## config.mk

```make
export PLATFORM = sky130hd
export DESIGN_NAME = id_ex_pipe_reg
export DESIGN_NICKNAME = d
export VERILOG_FILES = /design/src/rtl/id_ex_pipe_reg.sv
export SDC_FILE = /design/constraint.sdc
export NUM_CORES = 1
export LEC_CHECK = 0
export CAP_MARGIN = 20
export CELL_PAD_IN_SITES_DETAIL_PLACEMENT = 0
export CELL_PAD_IN_SITES_GLOBAL_PLACEMENT = 1
export CORE_MARGIN = 10
export CORE_UTILIZATION = 31
export DETAILED_ROUTE_END_ITERATION = 10
export PLACE_DENSITY = 0.9
export SYNTH_ARGS = -nofsm -noshare
export SYNTH_HDL_FRONTEND = slang
export SYNTH_SLANG_ARGS = --single-unit
export TNS_END_PERCENT = 100
```

## constraint.sdc

```tcl
create_clock -name clk -period 2.61 [get_ports clk]
set_clock_uncertainty 0.2 [all_clocks]
set_input_delay 0.3915 -clock clk [delete_from_list [all_inputs] [get_ports clk]]
set_output_delay 0.3915 -clock clk [all_outputs]
set_load 0.1 [all_outputs]
```

## src/rtl/id_ex_pipe_reg.sv

```systemverilog
// ID/EX pipeline register: Decode operands/control to Execute, with stall, flush and bubble count.
// Latency: one clk cycle from D inputs to E outputs; no combinational input-to-output path.
// Backpressure: StallE holds the slot; FlushE (wins over StallE) loads an all-zero bubble.
module id_ex_pipe_reg #(
    parameter int XLEN  = 32,
    parameter int CNT_W = 16
) (
    input  logic             clk,
    input  logic             rst,
    input  logic             StallE,
    input  logic             FlushE,
    input  logic             ValidD,
    input  logic [XLEN-1:0]  RD1D,
    input  logic [XLEN-1:0]  RD2D,
    input  logic [XLEN-1:0]  PCD,
    input  logic [XLEN-1:0]  PCPlus4D,
    input  logic [XLEN-1:0]  ImmExtD,
    input  logic [4:0]       Rs1D,
    input  logic [4:0]       Rs2D,
    input  logic [4:0]       RdD,
    input  logic             RegWriteD,
    input  logic             MemWriteD,
    input  logic             JumpD,
    input  logic             BranchD,
    input  logic             ALUSrcD,
    input  logic [1:0]       ResultSrcD,
    input  logic [2:0]       ALUControlD,
    output logic [XLEN-1:0]  RD1E,
    output logic [XLEN-1:0]  RD2E,
    output logic [XLEN-1:0]  PCE,
    output logic [XLEN-1:0]  PCPlus4E,
    output logic [XLEN-1:0]  ImmExtE,
    output logic [4:0]       Rs1E,
    output logic [4:0]       Rs2E,
    output logic [4:0]       RdE,
    output logic             RegWriteE,
    output logic             MemWriteE,
    output logic             JumpE,
    output logic             BranchE,
    output logic             ALUSrcE,
    output logic [1:0]       ResultSrcE,
    output logic [2:0]       ALUControlE,
    output logic             ValidE,
    output logic [CNT_W-1:0] BubbleCount
);

    logic [XLEN-1:0]  rd1_d, rd1_q, rd2_d, rd2_q, pc_d, pc_q, pc_plus4_d, pc_plus4_q, imm_d, imm_q;
    logic [4:0]       rs1_d, rs1_q, rs2_d, rs2_q, rd_d, rd_q;
    logic             reg_write_d, reg_write_q, mem_write_d, mem_write_q;
    logic             jump_d, jump_q, branch_d, branch_q, alu_src_d, alu_src_q;
    logic [1:0]       result_src_d, result_src_q;
    logic [2:0]       alu_ctrl_d, alu_ctrl_q;
    logic             valid_d, valid_q;
    logic [CNT_W-1:0] bubble_cnt_d, bubble_cnt_q;
    logic             bubble_inc;

    always_comb begin
        rd1_d        = rd1_q;
        rd2_d        = rd2_q;
        pc_d         = pc_q;
        pc_plus4_d   = pc_plus4_q;
        imm_d        = imm_q;
        rs1_d        = rs1_q;
        rs2_d        = rs2_q;
        rd_d         = rd_q;
        reg_write_d  = reg_write_q;
        mem_write_d  = mem_write_q;
        jump_d       = jump_q;
        branch_d     = branch_q;
        alu_src_d    = alu_src_q;
        result_src_d = result_src_q;
        alu_ctrl_d   = alu_ctrl_q;
        valid_d      = valid_q;
        bubble_inc   = 1'b0;

        if (FlushE) begin
            // Zeroed addresses keep the bubble out of forwarding/hazard matches.
            rd1_d        = '0;
            rd2_d        = '0;
            pc_d         = '0;
            pc_plus4_d   = '0;
            imm_d        = '0;
            rs1_d        = '0;
            rs2_d        = '0;
            rd_d         = '0;
            reg_write_d  = 1'b0;
            mem_write_d  = 1'b0;
            jump_d       = 1'b0;
            branch_d     = 1'b0;
            alu_src_d    = 1'b0;
            result_src_d = '0;
            alu_ctrl_d   = '0;
            valid_d      = 1'b0;
            bubble_inc   = 1'b1;
        end else if (!StallE) begin
            rd1_d        = RD1D;
            rd2_d        = RD2D;
            pc_d         = PCD;
            pc_plus4_d   = PCPlus4D;
            imm_d        = ImmExtD;
            rs1_d        = Rs1D;
            rs2_d        = Rs2D;
            rd_d         = RdD;
            reg_write_d  = RegWriteD;
            mem_write_d  = MemWriteD;
            jump_d       = JumpD;
            branch_d     = BranchD;
            alu_src_d    = ALUSrcD;
            result_src_d = ResultSrcD;
            alu_ctrl_d   = ALUControlD;
            valid_d      = ValidD;
            bubble_inc   = !ValidD;
        end

        bubble_cnt_d = bubble_cnt_q;
        if (bubble_inc && (bubble_cnt_q != {CNT_W{1'b1}})) begin
            bubble_cnt_d = bubble_cnt_q + 1'b1;
        end
    end

    always_ff @(posedge clk or negedge rst) begin
        if (!rst) begin
            rd1_q        <= '0;
            rd2_q        <= '0;
            pc_q         <= '0;
            pc_plus4_q   <= '0;
            imm_q        <= '0;
            rs1_q        <= '0;
            rs2_q        <= '0;
            rd_q         <= '0;
            reg_write_q  <= 1'b0;
            mem_write_q  <= 1'b0;
            jump_q       <= 1'b0;
            branch_q     <= 1'b0;
            alu_src_q    <= 1'b0;
            result_src_q <= '0;
            alu_ctrl_q   <= '0;
            valid_q      <= 1'b0;
            bubble_cnt_q <= '0;
        end else begin
            rd1_q        <= rd1_d;
            rd2_q        <= rd2_d;
            pc_q         <= pc_d;
            pc_plus4_q   <= pc_plus4_d;
            imm_q        <= imm_d;
            rs1_q        <= rs1_d;
            rs2_q        <= rs2_d;
            rd_q         <= rd_d;
            reg_write_q  <= reg_write_d;
            mem_write_q  <= mem_write_d;
            jump_q       <= jump_d;
            branch_q     <= branch_d;
            alu_src_q    <= alu_src_d;
            result_src_q <= result_src_d;
            alu_ctrl_q   <= alu_ctrl_d;
            valid_q      <= valid_d;
            bubble_cnt_q <= bubble_cnt_d;
        end
    end

    assign RD1E        = rd1_q;
    assign RD2E        = rd2_q;
    assign PCE         = pc_q;
    assign PCPlus4E    = pc_plus4_q;
    assign ImmExtE     = imm_q;
    assign Rs1E        = rs1_q;
    assign Rs2E        = rs2_q;
    assign RdE         = rd_q;
    assign RegWriteE   = reg_write_q;
    assign MemWriteE   = mem_write_q;
    assign JumpE       = jump_q;
    assign BranchE     = branch_q;
    assign ALUSrcE     = alu_src_q;
    assign ResultSrcE  = result_src_q;
    assign ALUControlE = alu_ctrl_q;
    assign ValidE      = valid_q;
    assign BubbleCount = bubble_cnt_q;

endmodule
```

==> results_dict.tcl, run 1 <==
set metrics [dict create \
    synthTopCellsByArea "dfrtp_1, mux2i_1, nor2_1" \
    clock_path_buffers 3 \
    cp.required_ns 2.80 \
    fin_crit_ns 2.02 \
    layout.cells.non_filler 1411 \
    synth_top_cell_by_area "dfrtp_1" \
    hpwl_um 20800 \
    syn_avg_cell_area_sq_um 12.2 \
    worstSetupEndpoint "BubbleCount[1]" \
    r2r-start "BubbleCount[1]" \
    setup-tns-final_ns 0 \
    syn_inst 672 \
    nFillCells 2386 \
    layout.cells.most_common "buf_4" \
    final_antenna_net_count 0 \
    layout-drive-gt1-share_pct 24.4 \
    synth_top_area_share_pct 61.7 \
    r2r_setup_slack_ns 0.59 \
    ys_ff_latch 202 \
    path_cells "ha_1, nand4_1, o41ai_4, mux2_4" \
    numClockSinks 202 \
    design_area_sq_um 12700 \
    root_buffer "clkbuf_16" \
    first_pass_iters 4 \
    relSlewSlack_pct 40.0 \
    grt_max_degree 186 \
    drc 0 \
    drt_iter0_markers 413 \
    multi_input_comb_area_sq_um 2950 \
    area_delta_synth_final_pct 55.1 \
    synth_warnings 0 \
    cts_made_buffers 23 \
    place_area_sq_um 12000 \
    groute.usage.overall_pct 15.7 \
    run_status "completed" \
    coreArea_sq_um 26100 \
    synth_nets 863 \
    rows 59 \
    nNetsFinal 1249 \
    grt_pass1_vias 7070 \
    placed_cells 1367 \
    seq_area_sq_um 5050 \
    cpMaxStageDelayCell "o41ai_4" \
    critPathMaxFanout 8 \
    tightest_slew_ns 0.899 \
    whs_path_depth 3 \
    cts-htree-levels 1 \
    reg2reg_depth 4 \
    r2r-end "BubbleCount[1]" \
    wl_um 27800 \
    grt_pass1_wl_um 42000 \
    path_class "reg2reg" \
    final_cell_mix "buf_4, dfrtp_1, nor2_1" \
    insertion_delay_ns 0.51 \
    setup_violations 0 \
    hold_path_class "in2reg" \
    gp_congestion 0.752 \
    crit_path_end_kind "flip-flop" \
    fin_crit_sh_pct 77.3 \
    drv_slew 0 \
    final-hold-violation-count 0 \
    wire_per_inst_um 19.7 \
    ir_worst_vdd_mv 0.538 \
    initial_utilization_pct 31.5 \
    path_clk_slew_ns 0.06 \
    clock.fmax_ghz 0.495 \
    die_area_sq_um 33400 \
    crit_arrival_ns 2.21 \
    syn_area_sq_um 8200 \
    die_w_um 183 \
    dieHeight_um 183 \
    vias 6487 \
    cts_tree "built" \
    p_total_w 0.00964 \
    drv_cap 0 \
    critPathLaunchType "flip-flop" \
    grt-ovfl-total 0 \
    antenna_found_initial 1 \
    slowest_delay_ns 0.51 \
    pin_count 392 \
    p_per_area_nw_per_um2 758 \
    synthDistinctLibCells 25 \
    crit_start "BubbleCount[1]" \
    place.port_buffers 391 \
    p_leak_nw 6.57 \
    seq_area_frac_synth_pct 61.7 \
    vias_per_cell 4.60 \
    cts_setup_buffers 0 \
    rsz0062_at_grt "false" \
]
registers in the layout (all words and copies together), names as in the netlist:
name,count
Rs1E,5
RD2E,32
ValidE,1
RdE,5
ALUSrcE,1
BranchE,1
BubbleCount,16
PCPlus4E,32
ALUControlE,3
MemWriteE,1
PCE,32
Rs2E,5
ImmExtE,32
ResultSrcE,2
RegWriteE,1
JumpE,1
RD1E,32
kinds of logic (layout without fill, tap and decap cells):
logic type	count (synthesis)	in the layout	share of synthesized area, %
multiplexers	186	186	22.8
other	0	1	0
flip-flops	202	202	61.7
buffers and inverters	46	449	2.41
adder cells (fa/ha/maj)	1	1	0.153
AO/OA/AOI/OAI	4	4	0.626
XOR/XNOR	15	15	1.60
AND/OR/NAND/NOR	218	218	10.8
cell usage after synthesis:
cell and count:
a211oi_1 1, a21oi_1 1, and2_1 1, and3_1 2, buf_2 20, clkbuf_1 22
dfrtp_1 202, ha_1 1, inv_1 4, mux2_4 1, mux2i_1 185, nand2_1 5
nand3_1 3, nand4_1 4, nand4_2 2, nor2_1 191, nor3_1 6, nor3b_1 1
nor4_1 1, nor4b_2 1, o21bai_2 1, o41ai_4 1, or2_2 1, xnor2_1 3
xor2_1 12
per-layer routing:
layer / vias to the layer above / global-route usage, % / part of all wire [%]
met5: - / 0 / 0
met3: 39 / 7.70 / 12
met4: 0 / 3.81 / 2.0
li1: 3017 / - / -
met1: 3146 / 17.3 / 37
met2: 285 / 26.6 / 49
worst min path at each step:
stage                 from        endpoint  slack, ns
floorplan              rst  ALUControlE[0]      -0.10
global placement       rst     ImmExtE[14]       0.26
detailed placement     rst     ImmExtE[12]       0.26
CTS                 StallE         PCE[31]       0.08
global route        StallE           JumpE       0.11
finish              StallE    PCPlus4E[31]       0.11
critical path, delay by kind of cell, from the launching register on:
family	cells	cell delay (ns)
adder cells (fa/ha/maj)	1	0.25
AO/OA/AOI/OAI	1	0.51
multiplexers	1	0.34
AND/OR/NAND/NOR	1	0.21
flip-flops	1	0.40
per-stage QoR:
stage | hold slack (ns) | util [%] | setup slack, ns
2_1_floorplan | -0.104 | - | 0.0199
3_3_place_gp | 0.255 | 46.0 | 0.353
3_5_place_dp | 0.260 | 46.0 | 0.343
4_1_cts | 0.0843 | 48.8 | 0.575
5_1_grt | 0.108 | 48.8 | 0.448
6_report | 0.106 | 48.8 | 0.592
timing repair:
action / CTS / global route
endpoints found under the hold margin: 63 / 0
hold buffers: 1 / 0
gates resized for setup: 0 / 0
power breakdown:
group | total (W) | switching [W] | internal, W
clock network | 0.00307 | 0.00131 | 0.00176
registers | 0.00354 | 0.000183 | 0.00336
logic | 0.00303 | 0.00223 | 0.000792
area by class of cell:
| class | instances | share of cell area [%] |
|---|---|---|
| clock inverter | 11 | 0.502 |
| inverter | 4 | 0.118 |
| multi-input combinational | 424 | 23.2 |
| tap | 335 | 3.30 |
| clock buffer | 31 | 5.15 |
| sequential | 202 | 39.7 |
| timing repair buffer | 403 | 28.0 |
| antenna | 1 | 0.0197 |
Power figures use the tool's default switching activity.
==> run 2, diff against run 1 <==
clock period = 1.89 ns   (was 2.61 ns; I/O delays follow)
==> results_dict.tcl, run 2 (synthesis gave the netlist of run 1 again) <==
set metrics [dict create \
    run_status "completed" \
    wl_um 28600 \
    place_ws_ns -0.0165 \
    tightest_slew_ns 0.877 \
    cts_made_buffers 24 \
    grt-ovfl-total 0 \
    cpMaxStageDelayCell "dfrtp_4" \
    nFillCells 1948 \
    final-hold-violation-count 0 \
    insertion_delay_ns 0.51 \
    drv_slew 0 \
    groute.usage.overall_pct 16.7 \
    vias_per_cell 4.56 \
    setup_violations 0 \
    grt_max_degree 186 \
    p_per_area_nw_per_um2 976 \
    numClockSinks 202 \
    critPathTopFamily "flip-flops" \
    crit_buf_inv 1 \
    cts_tree "built" \
    path_class "reg2reg" \
    nNetsFinal 1274 \
    drv_cap 0 \
    crit_arrival_ns 2.01 \
    cp.required_ns 2.08 \
    path_clk_slew_ns 0.06 \
    critPathLaunchType "flip-flop" \
    antenna_found_initial 0 \
    vias 6546 \
    area_delta_synth_final_pct 91.8 \
    ir_worst_vdd_mv 0.921 \
    die_w_um 183 \
    grt_pass1_wl_um 44600 \
    grt_pass1_vias 7490 \
    design_area_sq_um 15700 \
    final_antenna_net_count 0 \
    critPathMaxFanout 8 \
    slowest_delay_ns 0.43 \
    fin_crit_sh_pct 96.1 \
    clock.fmax_ghz 0.550 \
    place.port_buffers 391 \
    rows 59 \
    layout.cells.non_filler 1436 \
    layout.cells.most_common "buf_12" \
    final_cell_mix "buf_12, nor2_1, dfrtp_1, clkdlybuf4s50_1, mux2i_1" \
    pin_count 392 \
    hpwl_um 21900 \
    layout-drive-gt1-share_pct 27.7 \
    drt_iter0_markers 327 \
    fin_crit_ns 1.82 \
    path_cells "ha_4, nand4_1, o41ai_4, buf_4, mux2_4" \
    initial_utilization_pct 31.5 \
    coreArea_sq_um 26100 \
    seq_area_sq_um 5100 \
    cts-htree-levels 1 \
    gp_congestion 0.781 \
    drc 0 \
    hold_path_class "in2reg" \
    die_area_sq_um 33400 \
    root_buffer "clkbuf_16" \
    place_area_sq_um 14800 \
    clock_path_buffers 3 \
    first_pass_iters 4 \
    dieHeight_um 183 \
    fin_ws_ns 0.0732 \
    crit_path_end_kind "flip-flop" \
    p_leak_nw 7.44 \
    wire_per_inst_um 19.9 \
    cts_setup_buffers 0 \
    multi_input_comb_area_sq_um 2970 \
    p_total_w 0.0154 \
    diodes 0 \
    rsz0062_at_grt "false" \
    placed_cells 1390 \
    relSlewSlack_pct 41.6 \
]
## run 2: changes by cell type in the layout (fill, tap and decap cells not counted), moves of 2 or more
cell and change:
dfrtp_2 +6, buf_12 +206, dfrtp_1 -16, dfrtp_4 +10, nor3_1 -2, clkbuf_8 -2, clkbuf_16 +2, nor3_2 +2
clkinv_2 -5, bufinv_16 +6, buf_4 -183
## run 2: stage by stage
stage	TNS [ns]	util [%]	hold WS, ns
CTS	0	60.3	0.0604
global route	0	60.3	0.101
global placement	0	56.8	0.0852
finish	0	60.3	0.0790
detailed placement	-0.0292	56.8	0.0876
floorplan	-1.14	-	-0.212
## run 2: layout make-up
type                            instances  share of cell area, %
Sequential cell                       202                   32.4
Clock inverter                         12                   1.40
Tap cell                              335                   2.67
Inverter                                4                 0.0955
Multi-Input combinational cell        424                   18.9
Timing Repair Buffer                  427                   40.2
Clock buffer                           32                   4.34
## run 2: routing by layer
| layer | vias up | GRT usage [%] | wire length (um) |
|---|---|---|---|
| met5 | - | 0 | 0 |
| met3 | 37 | 7.34 | 3140 |
| met1 | 3178 | 17.7 | 10100 |
| met4 | 0 | 3.97 | 550 |
| met2 | 270 | 29.8 | 14900 |
| li1 | 3061 | - | - |
## run 2: timing repair
action | CTS | global route
gates cloned | 0 | 0
endpoints found under the setup margin | 2 | 1
endpoints found under the hold margin | 203 | 0
hold buffers | 2 | 0
pin swaps | 0 | 0
resized for setup | 1 | 1
## run 2: report_power, final
part,total (W),switching (W),internal [W]
registers,0.00505,0.000388,0.00467
clock network,0.00520,0.00184,0.00336
logic,0.00510,0.00314,0.00196
## run 2: worst paths after layout
check	startpoint	end	slack (ns)	cells past startpoint
setup / recovery	BubbleCount[0]	BubbleCount[1]	0.07	5
hold / removal	StallE	ValidE	0.08	4
min in group asynchronous	rst	ImmExtE[5]	0.11	2
hold reg to reg	BubbleCount[2]	BubbleCount[2]	0.32	1
max in group asynchronous	rst	PCE[0]	0.80	3
setup reg to reg	BubbleCount[0]	BubbleCount[1]	0.07	5
## run 2: worst register-to-register path: stages (launching register included)
cell and delay, ns:
dfrtp_4 0.43, ha_4 0.15, nand4_1 0.18, o41ai_4 0.24
buf_4 0.21, mux2_4 0.30
==> run 3, diff against run 2 <==
clock period = 2 ns   (was 1.89 ns; I/O delays follow)
==> results_dict.tcl, run 3 (synthesis gave the netlist of run 1 again) <==
set metrics [dict create \
    critPathLaunchType "flip-flop" \
    tightest_slew_ns 0.949 \
    p_per_area_nw_per_um2 917 \
    grt-ovfl-total 0 \
    wl_um 27800 \
    rsz0062_at_grt "false" \
    groute.usage.overall_pct 16.1 \
    drc 0 \
    final_antenna_net_count 0 \
    cp.required_ns 2.20 \
    cts_setup_buffers 0 \
    cts_tree "built" \
    critPathMaxFanout 8 \
    pin_count 392 \
    layout.cells.non_filler 1414 \
    layout-drive-gt1-share_pct 25.6 \
    drv_cap 0 \
    setup-tns-final_ns 0 \
    hold_path_class "in2async" \
    crit_arrival_ns 2.12 \
    vias_per_cell 4.56 \
    crit_path_end_kind "flip-flop" \
    r2r_setup_slack_ns 0.08 \
    path_class "reg2reg" \
    hpwl_um 21000 \
    clock.fmax_ghz 0.521 \
    first_pass_iters 4 \
    insertion_delay_ns 0.51 \
    layout.cells.most_common "nor2_1" \
    setup_violations 0 \
    ir_worst_vdd_mv 0.730 \
    initial_utilization_pct 31.5 \
    numClockSinks 202 \
    final_cell_mix "nor2_1, dfrtp_1, clkdlybuf4s50_1" \
    path_cells "ha_4, nand4_1, o41ai_4, buf_6, mux2_4" \
    path_clk_slew_ns 0.06 \
    relSlewSlack_pct 36.7 \
    fin_crit_sh_pct 96.0 \
    rows 59 \
    dieHeight_um 183 \
    area_delta_synth_final_pct 84.5 \
    p_leak_nw 7.19 \
    cts_made_buffers 24 \
    clock_path_buffers 3 \
    gp_congestion 0.762 \
    slowest_delay_ns 0.46 \
    grt_pass1_vias 7198 \
    vias 6446 \
    placed_cells 1370 \
    place.port_buffers 391 \
    drv_slew 0 \
    nNetsFinal 1254 \
    grt_max_degree 186 \
    root_buffer "clkbuf_16" \
    final-hold-violation-count 0 \
    die_area_sq_um 33400 \
    cpMaxStageDelayCell "dfrtp_4" \
    grt_pass1_wl_um 43100 \
    fin_crit_ns 1.92 \
    cts-htree-levels 1 \
    wire_per_inst_um 19.7 \
    antenna_found_initial 0 \
    drt_iter0_markers 431 \
    diodes 0 \
    die_w_um 183 \
    coreArea_sq_um 26100 \
    run_status "completed" \
]
run 3: critical path: cells and delay by family (launching register included):
family          cells  cell delay, ns
fa+ha+maj           1            0.16
mux                 1            0.29
compound gates      1            0.29
buf+inv             1            0.18
simple gates        1            0.23
flops               1            0.46
run 3: timing repair:
action | CTS | global route
hold buffers | 2 | 0
endpoints found under the hold margin | 188 | 0
setup endpoints to repair | 0 | 1
gates resized for setup | 0 | 2
run 3: metal layers:
| metal | share of wire (%) | vias to the layer above | GRT usage, % | routed length, um |
|---|---|---|---|---|
| li1 | - | 3019 | - | - |
| met1 | 36 | 3118 | 17.6 | 10200 |
| met2 | 50 | 272 | 27.3 | 13800 |
| met3 | 11 | 37 | 7.46 | 3080 |
| met4 | 2.9 | 0 | 4.75 | 805 |
| met5 | 0 | - | 0 | 0 |
run 3: worst paths after layout:
path	startpoint	to	cells after the start
max in group asynchronous	rst	RdE[3]	3
min in group clk	FlushE	ValidE	5
setup reg to reg	BubbleCount[0]	BubbleCount[1]	5
hold / removal	rst	RD1E[5]	2
hold reg to reg	ImmExtE[12]	ImmExtE[12]	2
setup / recovery	BubbleCount[0]	BubbleCount[1]	5
run 3: through the flow:
step / total power, W / instance area (sq um) / utilization (%) / hold WS, ns / setup WS [ns]
after CTS: 0.0141 / 15100 / 58.0 / 0.106 / 0.0861
after global routing: 0.0144 / 15100 / 58.1 / 0.140 / 0.00748
final: 0.0139 / 15100 / 58.1 / 0.136 / 0.0798
after global placement: 0.00947 / 14300 / 54.9 / 0.0936 / 0.0790
after detailed placement: 0.00953 / 14300 / 54.9 / 0.0945 / 0.0251
after floorplan: 0.00745 / 8260 / - / -0.196 / -0.0919
run 3: power breakdown:
part / internal [W] / switching, W / leakage [nW]
combinational: 0.00173 / 0.00290 / 4.16
sequential: 0.00441 / 0.000380 / 2.65
clock: 0.00278 / 0.00168 / 0.388
run 3: final cells by class:
cell class,instances,area [sq um]
clock buffer,38,704
clock inverter,4,95.1
fill,2084,10900
inverter,4,15.0
multi-input combinational,424,2960
sequential,202,5100
tap,335,419
timing repair buffer,407,5830
==> RTL change, RTL diff (config.mk and constraints of run 2) <==
Set the parameter `CNT_W` to 14 (it was 16).
--- a/src/rtl/id_ex_pipe_reg.sv
+++ b/src/rtl/id_ex_pipe_reg.sv
@@ -3,7 +3,7 @@
 // Backpressure: StallE holds the slot; FlushE (wins over StallE) loads an all-zero bubble.
 module id_ex_pipe_reg #(
     parameter int XLEN  = 32,
-    parameter int CNT_W = 16
+    parameter int CNT_W = 14
 ) (
     input  logic             clk,
     input  logic             rst,
Interface: changed (resized BubbleCount); port bits go from 392 to 390. No check against the original RTL was run, so the function may have changed too.
==> RTL change against run 2 <==
Hold slack improved by 0.043 ns. Routed wire length down 1.1%. Area after synthesis shrank 0.63%. Critical path type unchanged. Core utilization shrank 2.1 points. Power decreased by 11%. Worst setup slack better by 0.035 ns. Sequential share of layout area rose by 0.95 points. Synthesized cell count down 1.0%. Sequential cell count is 2 lower. Critical endpoint is now BubbleCount[13]$_DFFE_PN0P_. Final area is 3.8% lower.
==> RTL change: results (changes against run 2) <==
GRT
  – Gr usage total: 16.7% (-0.036 points)
  – Routing usage on met1: 18.5% (+0.85 points)
  – Vias in the first global route: 7050 (-5.9%)
  – Met2 GRT Util: 28.2% (-1.6 points)
  – Met3 Track Usage GR: 6.82% (-0.51 points)

Clock network
  – Clk buf depth: 2 (-1)
  – CTS Buf Count: 17 (-29%)
  – Hold buffer count at cts: 1 (-1)
  – Clk_lat worst skew: 0.42 ns (-0.09 ns)

STA
  – Final hold slack: 0.122 ns (+0.0428 ns)
  – Slew Limit Headroom: 29.7% (-12 points)

Yosys
  – Mapped Nets: 856 (-0.81%)
  – Top cells by area, synth: dfrtp_1 (61%), mux2i_1 (23%), nor2_1 (8.6%)
  – Multiplexer share of the synthesized area: 23.3% (+0.51 points)
  – Register area share after synthesis: 61.4% (-0.23 points)
  – Adder-Cell Fraction of Synth Area: 0.154% (+0.00096 points)
  – Synth unique cells: 30 (+20%)
  – Top post-synthesis cells by count: dfrtp_1 (200), nor2_1 (187), mux2i_1 (185)

Setup path
  – Reg2Reg Capture Point: BubbleCount[13]$_DFFE_PN0P_
  – Arrival time worst endpoint: 1.89 ns (-0.12 ns)
  – Critical Path Fanout Max: 5 (-3)
  – R2R setup slack: 0.11 ns (+0.04 ns)
  – Worst path top cell family by delay: simple AND/OR/NAND/NOR gates
  – Worst r2r path cells: 4 (-1)

Pwr
  – Static Leak: 7.05 nW (-5.1%)
  – Peak supply drop: 0.841 mV (-8.7%)

Place
  – Quantity of I/O buffers inserted on ports: 389 (-0.51%)
  – Post-DP HPWL: 21.8 mm (-0.47%)
  – Final Wtd Congestion: 0.782 (+0.13%)

Detailed routing
  – Detailed Route Iter0 Violations: 293 (-10%)
  – Routed length on met2: 14.4 mm (-3.0%)
  – Wire per inst: 20.3 um (+1.8%)
  – Met1 Routed Length: 10.7 mm (+6.4%)
  – Via count: 6400 (-2.2%)

Finish
  – Layout cells sized above 1: 25.8% (-1.9 points)
  – Final net count: 1238 (-2.8%)

Status
  – Status: finished clean
==> RTL change: cell count changes in the layout (fill, tap and decap cells not counted), moves of 5 or more <==
cell	change
bufinv_16	-6
buf_4	-17
clkbuf_16	-8
xor2_1	-12
inv_6	+5
==> RTL change: per-stage QoR <==
| stage | instance area, sq um | std cells | setup slack [ns] | utilization [%] |
|---|---|---|---|---|
| after CTS | 15100 | 1395 | 0.105 | 58.2 |
| after detailed placement | 14600 | 1362 | 0.0114 | 56.0 |
| final | 15100 | 1396 | 0.108 | 58.2 |
| after floorplan | 8220 | 665 | -0.0670 | - |
| after global routing | 15100 | 1395 | 0.0335 | 58.2 |
| after global placement | 14600 | 1362 | 0.0345 | 56.0 |
==> RTL change: power by group <==
| group | total [mW] | switching (mW) | internal (mW) | leakage [nW] |
|---|---|---|---|---|
| Sequential | 5.04 | 0.408 | 4.63 | 2.63 |
| Combinational | 4.96 | 3.06 | 1.90 | 4.15 |
| Clock | 3.60 | 1.84 | 1.76 | 0.281 |
| Total | 13.6 | 5.30 | 8.29 | 7.05 |
==> RTL change: cell families after synthesis <==
group / Yosys count
AND/OR/NAND/NOR: 210
AO/OA/AOI/OAI: 12
buffers and inverters: 46
adder cells (fa/ha/maj): 1
XOR/XNOR: 7
multiplexers: 189
flip-flops: 200
==> RTL change: cell type report <==
| class | count | area [sq um] |
|---|---|---|
| inverters | 3 | 11.3 |
| repair buffers | 406 | 6120 |
| clock inverters | 14 | 140 |
| fillers | 2015 | 10800 |
| diodes | 1 | 2.50 |
| multi-input cells | 419 | 2960 |
| flip-flops and latches | 200 | 5050 |
| well taps | 335 | 419 |
| clock buffers | 18 | 429 |
==> RTL change: worst min-delay path: stages <==
cell	delay, ns
buf_6	0.08
o21bai_4	0.12
buf_4	0.16
a21oi_1	0.05
